## src/rtl/reg_bank_np.sv

```systemverilog
// reg_bank_np: N x D flip-flop register bank with sequential clear sweep; define REG_BANK_NP_BYPASS_EN for write-through read forwarding
module reg_bank_np #(
    parameter int N = 8,
    parameter int D = 16
) (
    input  logic                 i_clk,
    input  logic                 i_rst_n,
    input  logic                 i_we,
    input  logic [$clog2(N)-1:0] i_waddr,
    input  logic [D-1:0]         i_d,
    input  logic [$clog2(N)-1:0] i_raddr,
    input  logic                 i_clr,
    output logic [D-1:0]         o_q,
    output logic [D-1:0]         o_regs [N],
    output logic                 o_busy
);
    localparam int AW = $clog2(N);
    typedef enum logic {IDLE, CLEAR} state_t;
    state_t        r_state, w_state_nx;
    logic [AW-1:0] r_cnt, w_cnt_nx;
    logic [D-1:0]  r_mem [N];
    logic          r_busy;
    logic [N-1:0]  w_whit, w_rhit;
    logic          w_wr, w_last;
    logic [D-1:0]  w_q;
    // address decode; an address with no matching word reads 0 and writes nothing
    always_comb begin
        w_q = '0;
        for (int i = 0; i < N; i++) begin
            w_rhit[i] = i_raddr == AW'(i);
            w_whit[i] = i_waddr == AW'(i);
            if (w_rhit[i]) w_q = r_mem[i];
        end
    end
    assign w_wr   = i_we && !i_clr && r_state == IDLE && |w_whit;
    assign w_last = r_cnt == AW'(N - 1);
`ifdef REG_BANK_NP_BYPASS_EN
    assign o_q = (w_wr && i_waddr == i_raddr) ? i_d : w_q;
`else
    assign o_q = w_q;
`endif
    assign o_regs = r_mem;
    assign o_busy = r_busy;
    // next state: clear request wins in IDLE, sweep ends after word N-1
    always_comb begin
        w_state_nx = (r_state == IDLE) ? (i_clr ? CLEAR : IDLE) : (w_last ? IDLE : CLEAR);
        w_cnt_nx   = (r_state == CLEAR && !w_last) ? r_cnt + 1'b1 : '0;
    end
    // state, sweep counter and registered busy flag
    always_ff @(posedge i_clk or negedge i_rst_n) begin
        if (!i_rst_n) begin
            r_state <= IDLE;
            r_cnt   <= '0;
            r_busy  <= 1'b0;
        end else begin
            r_state <= w_state_nx;
            r_cnt   <= w_cnt_nx;
            r_busy  <= w_state_nx == CLEAR;
        end
    end
    // word storage: writes in IDLE, one word zeroed per sweep cycle
    always_ff @(posedge i_clk or negedge i_rst_n) begin
        if (!i_rst_n) begin
            for (int i = 0; i < N; i++) r_mem[i] <= '0;
        end else begin
            for (int i = 0; i < N; i++) begin
                if (w_wr && w_whit[i]) r_mem[i] <= i_d;
                else if (r_state == CLEAR && r_cnt == AW'(i)) r_mem[i] <= '0;
            end
        end
    end
endmodule

```

## config.mk

```make
export PLATFORM = sky130hd
export DESIGN_NAME = reg_bank_np
export DESIGN_NICKNAME = d
export VERILOG_FILES = /design/src/rtl/reg_bank_np.sv
export SDC_FILE = /design/constraint.sdc
export NUM_CORES = 1
export LEC_CHECK = 0
export CAP_MARGIN = 20
export CORE_ASPECT_RATIO = 0.75
export CORE_MARGIN = 2
export CORE_UTILIZATION = 50
export DETAILED_ROUTE_END_ITERATION = 10
export PLACE_DENSITY_LB_ADDON = 0.2
export SLEW_MARGIN = 20
export SYNTH_ARGS = -nofsm -noshare
export SYNTH_HDL_FRONTEND = slang
export SYNTH_SLANG_ARGS = --single-unit
```

## constraint.sdc

```tcl
create_clock -name i_clk -period 2.1 [get_ports i_clk]
set_input_delay 0.42 -clock i_clk [delete_from_list [all_inputs] [get_ports i_clk]]
set_output_delay 0.42 -clock i_clk [all_outputs]
set_load 0.02 [all_outputs]
```

==> flow_summary.ini, run 1 <==
[logic_synthesis]
postSynthNetCount = 830
muxShareOfSynthArea_pct = 4.71
avgSynthCellArea_sq_um = 8.52
ys_types = 32
synthAdderAreaFrac_pct = 1.10
netlist_area_sq_um = 6800
postSynthCellCount = 798
yosysWarnings = 0
async_reset_ff_share_pct = 100
synthFlopType = dfrtp_1
synth-edff-count = 0
yosys.area.top_type = dfrtp_1
yosysTopAreaCellShare_pct = 48.6
synth-simple-area-share_pct = 27.7
synthXorXnorAreaFrac_pct = 0
synth_compound_area_share_pct = 10.8
ys_seq_area_share_pct = 48.6
synth_top_family_by_area = simple AND/OR/NAND/NOR gates
synth_area_leaders = dfrtp_1 (49%), nand2_1 (16%), nand3_1 (7.5%)
ys_ff_latch = 132

[grt]
grtUsageTotal_pct = 35.6
grt_first_pass_wirelength_um = 39600
grt_pass1_vias = 7074
grt.overflow.total = 0
grt_max_degree = 80
antenna_found_initial = 0

[timing]
slew_headroom_pct = 54.3
finalSetupViolCount = 3
period_needed_ps = 2130
finalCritPeriodShare_pct = 101
drv_slew = 0
max_freq_ghz = 0.470
finalHoldViolations = 0
clock_skew_ps = 8.77
layout_setup_ws_ps = -26.6
grt_setup_unrepaired = yes
tightestPinTransition_ps = 684

[flow_run]
maxCapViolCount = 0

[clock_tree]
cts_tree = built
htreeDepth = 4
clock_sinks = 132
cts_made_buffers = 17
clk_latency_ps = 420
clockRootBuffer = clkbuf_16
clkTransAtPathRegs_ps = 60
cts_buffer_depth = 2

[outcome]
violations = setup timing
outcome = finished with violations

[floorplan]
die_h_um = 105
die_width_um = 139
start_util_pct = 51.7
num_io_pins = 171
fp.dieArea_sq_um = 14600
num_rows = 36
core_sq_um = 13200

[setup_path]
crit_type = input pin to output pin
cp.required_ps = 1680
crit_start = i_raddr[2]
critPathCaptureType = output pin
crit_fanout = 8
startpoint_type = input pin
r2r_slack_ps = 290
r2r_start = r_cnt[0]
cp_data_arrival_time_ps = 1710
r2r_cells = 5
reg2reg_to = o_regs[3]

[power_and_ir_drop]
pwr-share-comb_pct = 37.4
seqPwrFrac_pct = 34.3
peakVddDrop_v = 0.000937
switchingPower_uw = 3850
p_int_uw = 6610
leakagePower_uw = 0.00487
power_uw = 10500
p_per_area_nw_per_um2 = 1030
clockPowerShare_pct = 28.3
swShare_pct = 36.8

[place]
numPortBuffers = 170
gp_congestion = 0.982
post-place-ws_ps = -987
dp_hpwl_um = 18200

[drt]
viasPerCell = 5.92
vias = 7196
wl_per_cell_um = 21.1
ant_nets = 0
detailedRoute.firstIterationViolations = 702
finalWirelength_um = 25600
drc = 0
drtPass1Iterations = 5

[cells_and_area]
regArea_sq_um = 3310
drive_above_1_share_pct = 22.5
final_nets = 1064
fill_cells = 861
multiInputGateArea_sq_um = 3230
diodes = 0
syn2layout_area_growth_pct = 49.3

[min_path]
hold_class = input pin to asynchronous set/reset pin
sequential cells by signal, summed over array words and instances (netlist names):
signal,count
r_cnt,3
o_busy,1
o_regs,128
through the flow:
stage	area [sq um]	instances	util (%)	hold WS, ps	setup TNS, ps
finish	10200	1215	77.2	421	-52.0
global route	10200	1215	77.2	448	-629
CTS	9990	1214	75.9	419	-0.882
detailed placement	9240	1172	70.2	313	-14950
global placement	9240	1172	70.2	307	-14500
floorplan	6800	798	-	124	0
critical path, stage by stage:
cell and delay (ps):
buf_4 120, buf_12 140, nor2b_4 60, buf_6 140
a221oi_2 290, a21oi_4 50, o31a_1 340, buf_6 140
layout make-up:
class	count	share of cell area (%)
sequential	132	32.6
multi-input combinational	589	31.8
timing repair buffer	288	27.6
clock buffer	19	4.46
tap	171	2.11
clock inverter	12	1.28
inverter	4	0.148
repair_timing:
action	CTS	global route
endpoints found under the setup margin	17	17
hold endpoints to repair	17	0
hold buffers	1	0
pin swaps	6	11
setup buffers	11	1
cloned	1	0
gates resized for setup	99	54
power groups by stage:
stage | Clock (uW) | Sequential, uW | Combinational [uW]
after floorplan | 0 | 4020 | 1180
after global placement | 0 | 3520 | 3670
after detailed placement | 0 | 3540 | 3730
after CTS | 2960 | 3550 | 3800
after global routing | 3100 | 3630 | 4140
final | 2960 | 3590 | 3910
synthesized netlist by cell type, types with 2 or more instances:
cell and count:
a21oi_1 28, a221oi_1 14, a22oi_1 14, and2_1 7, and3_1 2, buf_2 33
buf_4 18, buf_6 9, clkbuf_1 8, clkbuf_2 3, dfrtp_1 132, ha_1 6
inv_1 4, mux2i_1 32, nand2_1 297, nand3_1 102, nor2_1 8, nor2b_1 3
o211ai_1 4, o21ai_0 19, o21ai_1 14, o21ai_2 5, o31a_1 14, or2_2 14
worst max path at each step:
stage	end	cells after the start
after floorplan	o_q[4]	5
after global placement	o_q[6]	6
after detailed placement	o_q[6]	6
after CTS	o_q[9]	8
after global routing	o_q[6]	6
final	o_q[9]	8
metal layers:
| metal | part of all wire (%) | routed length, um | up-vias | track usage [%] |
|---|---|---|---|---|
| met2 | 42 | 10800 | 527 | 50.8 |
| met5 | 0 | 0 | - | 0 |
| li1 | - | - | 3146 | - |
| met1 | 44 | 11300 | 3485 | 53.0 |
| met3 | 12 | 3120 | 38 | 10.7 |
| met4 | 1.7 | 427 | 0 | 9.38 |
cell usage in the layout (no fill, tap or decap), drive strengths merged:
cell type / count
dlymetal6s2s: 1
clkinv: 6
or2: 14
buf: 136
bufbuf: 1
nor2: 8
o211ai: 4
nor4b: 1
nand2: 297
bufinv: 2
and4bb: 1
dfrtp: 132
mux2i: 32
and3: 2
o31a: 14
and2: 7
a221oi: 14
nor2b: 5
a22oi: 14
o21a: 1
a21oi: 28
ha: 6
clkinvlp: 2
nand3: 102
dlygate4sd3: 1
clkbuf: 19
nand2b: 1
inv: 6
o21ai: 38
clkdlybuf4s50: 149
cells by family (layout without fill, tap and decap cells):
| group | count (synthesis) | count (layout) |
|---|---|---|
| AND/OR/NAND/NOR | 438 | 438 |
| flip-flops | 132 | 132 |
| AO/OA/AOI/OAI | 113 | 113 |
| buffers and inverters | 77 | 323 |
| multiplexers | 32 | 32 |
| adder cells (fa/ha/maj) | 6 | 6 |
No activity file was read; power rests on OpenSTA's default activity.
==> run 2: changes to the inputs <==
--- a/config.mk
+++ b/config.mk
@@ -15,3 +15,4 @@
 export SYNTH_ARGS = -nofsm -noshare
 export SYNTH_HDL_FRONTEND = slang
 export SYNTH_SLANG_ARGS = --single-unit
+export TNS_END_PERCENT = 5
==> run 2 against run 1 <==
  * Routed wire length up 0.31%
  * Worst hold slack better by 1.7 ps
  * Setup slack got worse by 39 ps
  * The flow still finishes with violations (setup timing)
  * Critical endpoint is now o_q[7]
  * Count of clock-buffer cells in the layout unchanged
  * Final area shrank 1.4%
  * Critical path depth down 1
  * Via count decreased by 0.21%
  * Global-route usage barely moved
==> flow_summary.ini, run 2 (synthesis results as in run 1) <==
[drt]
finalWirelength_um = 25700
ant_nets = 0
viasPerCell = 5.93
vias = 7181
wl_per_cell_um = 21.3
drtPass1Iterations = 6
drc = 0
detailedRoute.firstIterationViolations = 770

[grt]
grt_max_degree = 80
grt.overflow.total = 0
grtUsageTotal_pct = 35.6
antenna_found_initial = 0
grt_pass1_vias = 7068
grt_first_pass_wirelength_um = 39700

[place]
gp_congestion = 0.982
numPortBuffers = 170
dp_hpwl_um = 18200

[cells_and_area]
diodes = 0
largest_reg_flops = 128
layout_common_cells = nand2_1 (297), clkdlybuf4s50_1 (150), dfrtp_1 (128), nand3_1 (102), buf_4 (102)
multiInputGateArea_sq_um = 3170
final_common_cell = nand2_1
drive_above_1_share_pct = 20.9
syn2layout_area_growth_pct = 47.3
final_util_pct = 76.2
fill_cells = 891
final_nets = 1059
regArea_sq_um = 3310

[flow_run]
maxCapViolCount = 0

[clock_tree]
clkTransAtPathRegs_ps = 60
clockRootBuffer = clkbuf_16
cts_buffer_depth = 2
cts_tree = built
clk_latency_ps = 420
clock_sinks = 132
cts_made_buffers = 17
htreeDepth = 4

[timing]
layout_setup_ws_ps = -66.0
slew_headroom_pct = 55.8
grt_setup_unrepaired = yes
clock_skew_ps = 6.50
tightestPinTransition_ps = 661
period_needed_ps = 2170
max_freq_ghz = 0.462
drv_slew = 0
finalSetupViolCount = 12
finalHoldViolations = 0
finalCritPeriodShare_pct = 103

[floorplan]
die_width_um = 139
num_io_pins = 171
fp.dieArea_sq_um = 14600
num_rows = 36
core_sq_um = 13200
die_h_um = 105
start_util_pct = 51.7

[power_and_ir_drop]
p_per_area_nw_per_um2 = 1040
power_uw = 10400
leakagePower_uw = 0.00481
peakVddDrop_v = 0.000931

[setup_path]
crit_type = input pin to output pin
cp_data_arrival_time_ps = 1750
startpoint_type = input pin
crit_fanout = 8
r2r_start = r_cnt[0]
r2r_cells = 5
cp.required_ps = 1680
reg2reg_to = o_regs[3]
r2r_slack_ps = 310
critPathCaptureType = output pin

[outcome]
violations = setup timing
outcome = finished with violations

[min_path]
hold_class = input pin to asynchronous set/reset pin
run 2: worst max path at each step:
stage                          start     end  slack, ps
after floorplan           i_raddr[0]  o_q[4]        200
after global placement    i_raddr[2]  o_q[6]       -980
after detailed placement  i_raddr[2]  o_q[6]       -990
after CTS                 i_raddr[1]  o_q[7]        -90
after global routing      o_regs[87]  o_q[7]       -100
final                     i_raddr[2]  o_q[7]        -70
run 2: power breakdown:
part | internal [uW] | switching [uW]
clock network | 1800 | 1170
registers | 3040 | 540
logic | 1720 | 2140
run 2: what timing repair did:
| action | 4_1_cts | 5_1_grt |
|---|---|---|
| pin swaps | 0 | 4 |
| gates cloned | 1 | 0 |
| resized for setup | 83 | 33 |
| setup buffers | 4 | 2 |
| hold buffers | 1 | 0 |
| setup endpoints to repair | 17 | 16 |
| endpoints found under the hold margin | 17 | 0 |
run 2: per-stage QoR:
stage	instances	instance area [sq um]	setup TNS [ps]	worst slack, ps	hold slack [ps]
after floorplan	798	6800	0	199	124
after global placement	1172	9240	-14500	-983	307
after detailed placement	1172	9240	-14950	-987	313
after CTS	1209	9890	-420	-87.6	419
after global routing	1210	10000	-842	-104	448
final	1210	10000	-337	-66.0	423
run 2: critical path, stage by stage:
cell and delay [ps]:
clkbuf_4 150, buf_12 150, buf_4 150, a22oi_2 260, a21oi_2 100, o31a_1 330
buf_4 170
run 2: layout make-up:
type                            instances  share of cell area [%]
Timing Repair Buffer                  283                    27.3
Multi-Input combinational cell        589                    31.6
Tap cell                              171                    2.14
Inverter                                4                   0.150
Sequential cell                       132                    33.0
Clock inverter                         12                    1.30
Clock buffer                           19                    4.52
run 2: layer usage:
| metal | vias to the layer above | share of wire (%) | global-route usage [%] |
|---|---|---|---|
| met1 | 3469 | 44 | 53.2 |
| met2 | 549 | 43 | 51.1 |
| met4 | 0 | 1.4 | 9.02 |
| met5 | - | 0 | 0 |
| li1 | 3123 | - | - |
| met3 | 40 | 12 | 10.4 |
==> run 3: changes to the inputs <==
--- a/config.mk
+++ b/config.mk
@@ -15,4 +15,3 @@
 export SYNTH_ARGS = -nofsm -noshare
 export SYNTH_HDL_FRONTEND = slang
 export SYNTH_SLANG_ARGS = --single-unit
-export TNS_END_PERCENT = 5
==> results of run 3 <==
Same layout as run 1: the final DEF is identical, and so are final timing and power.
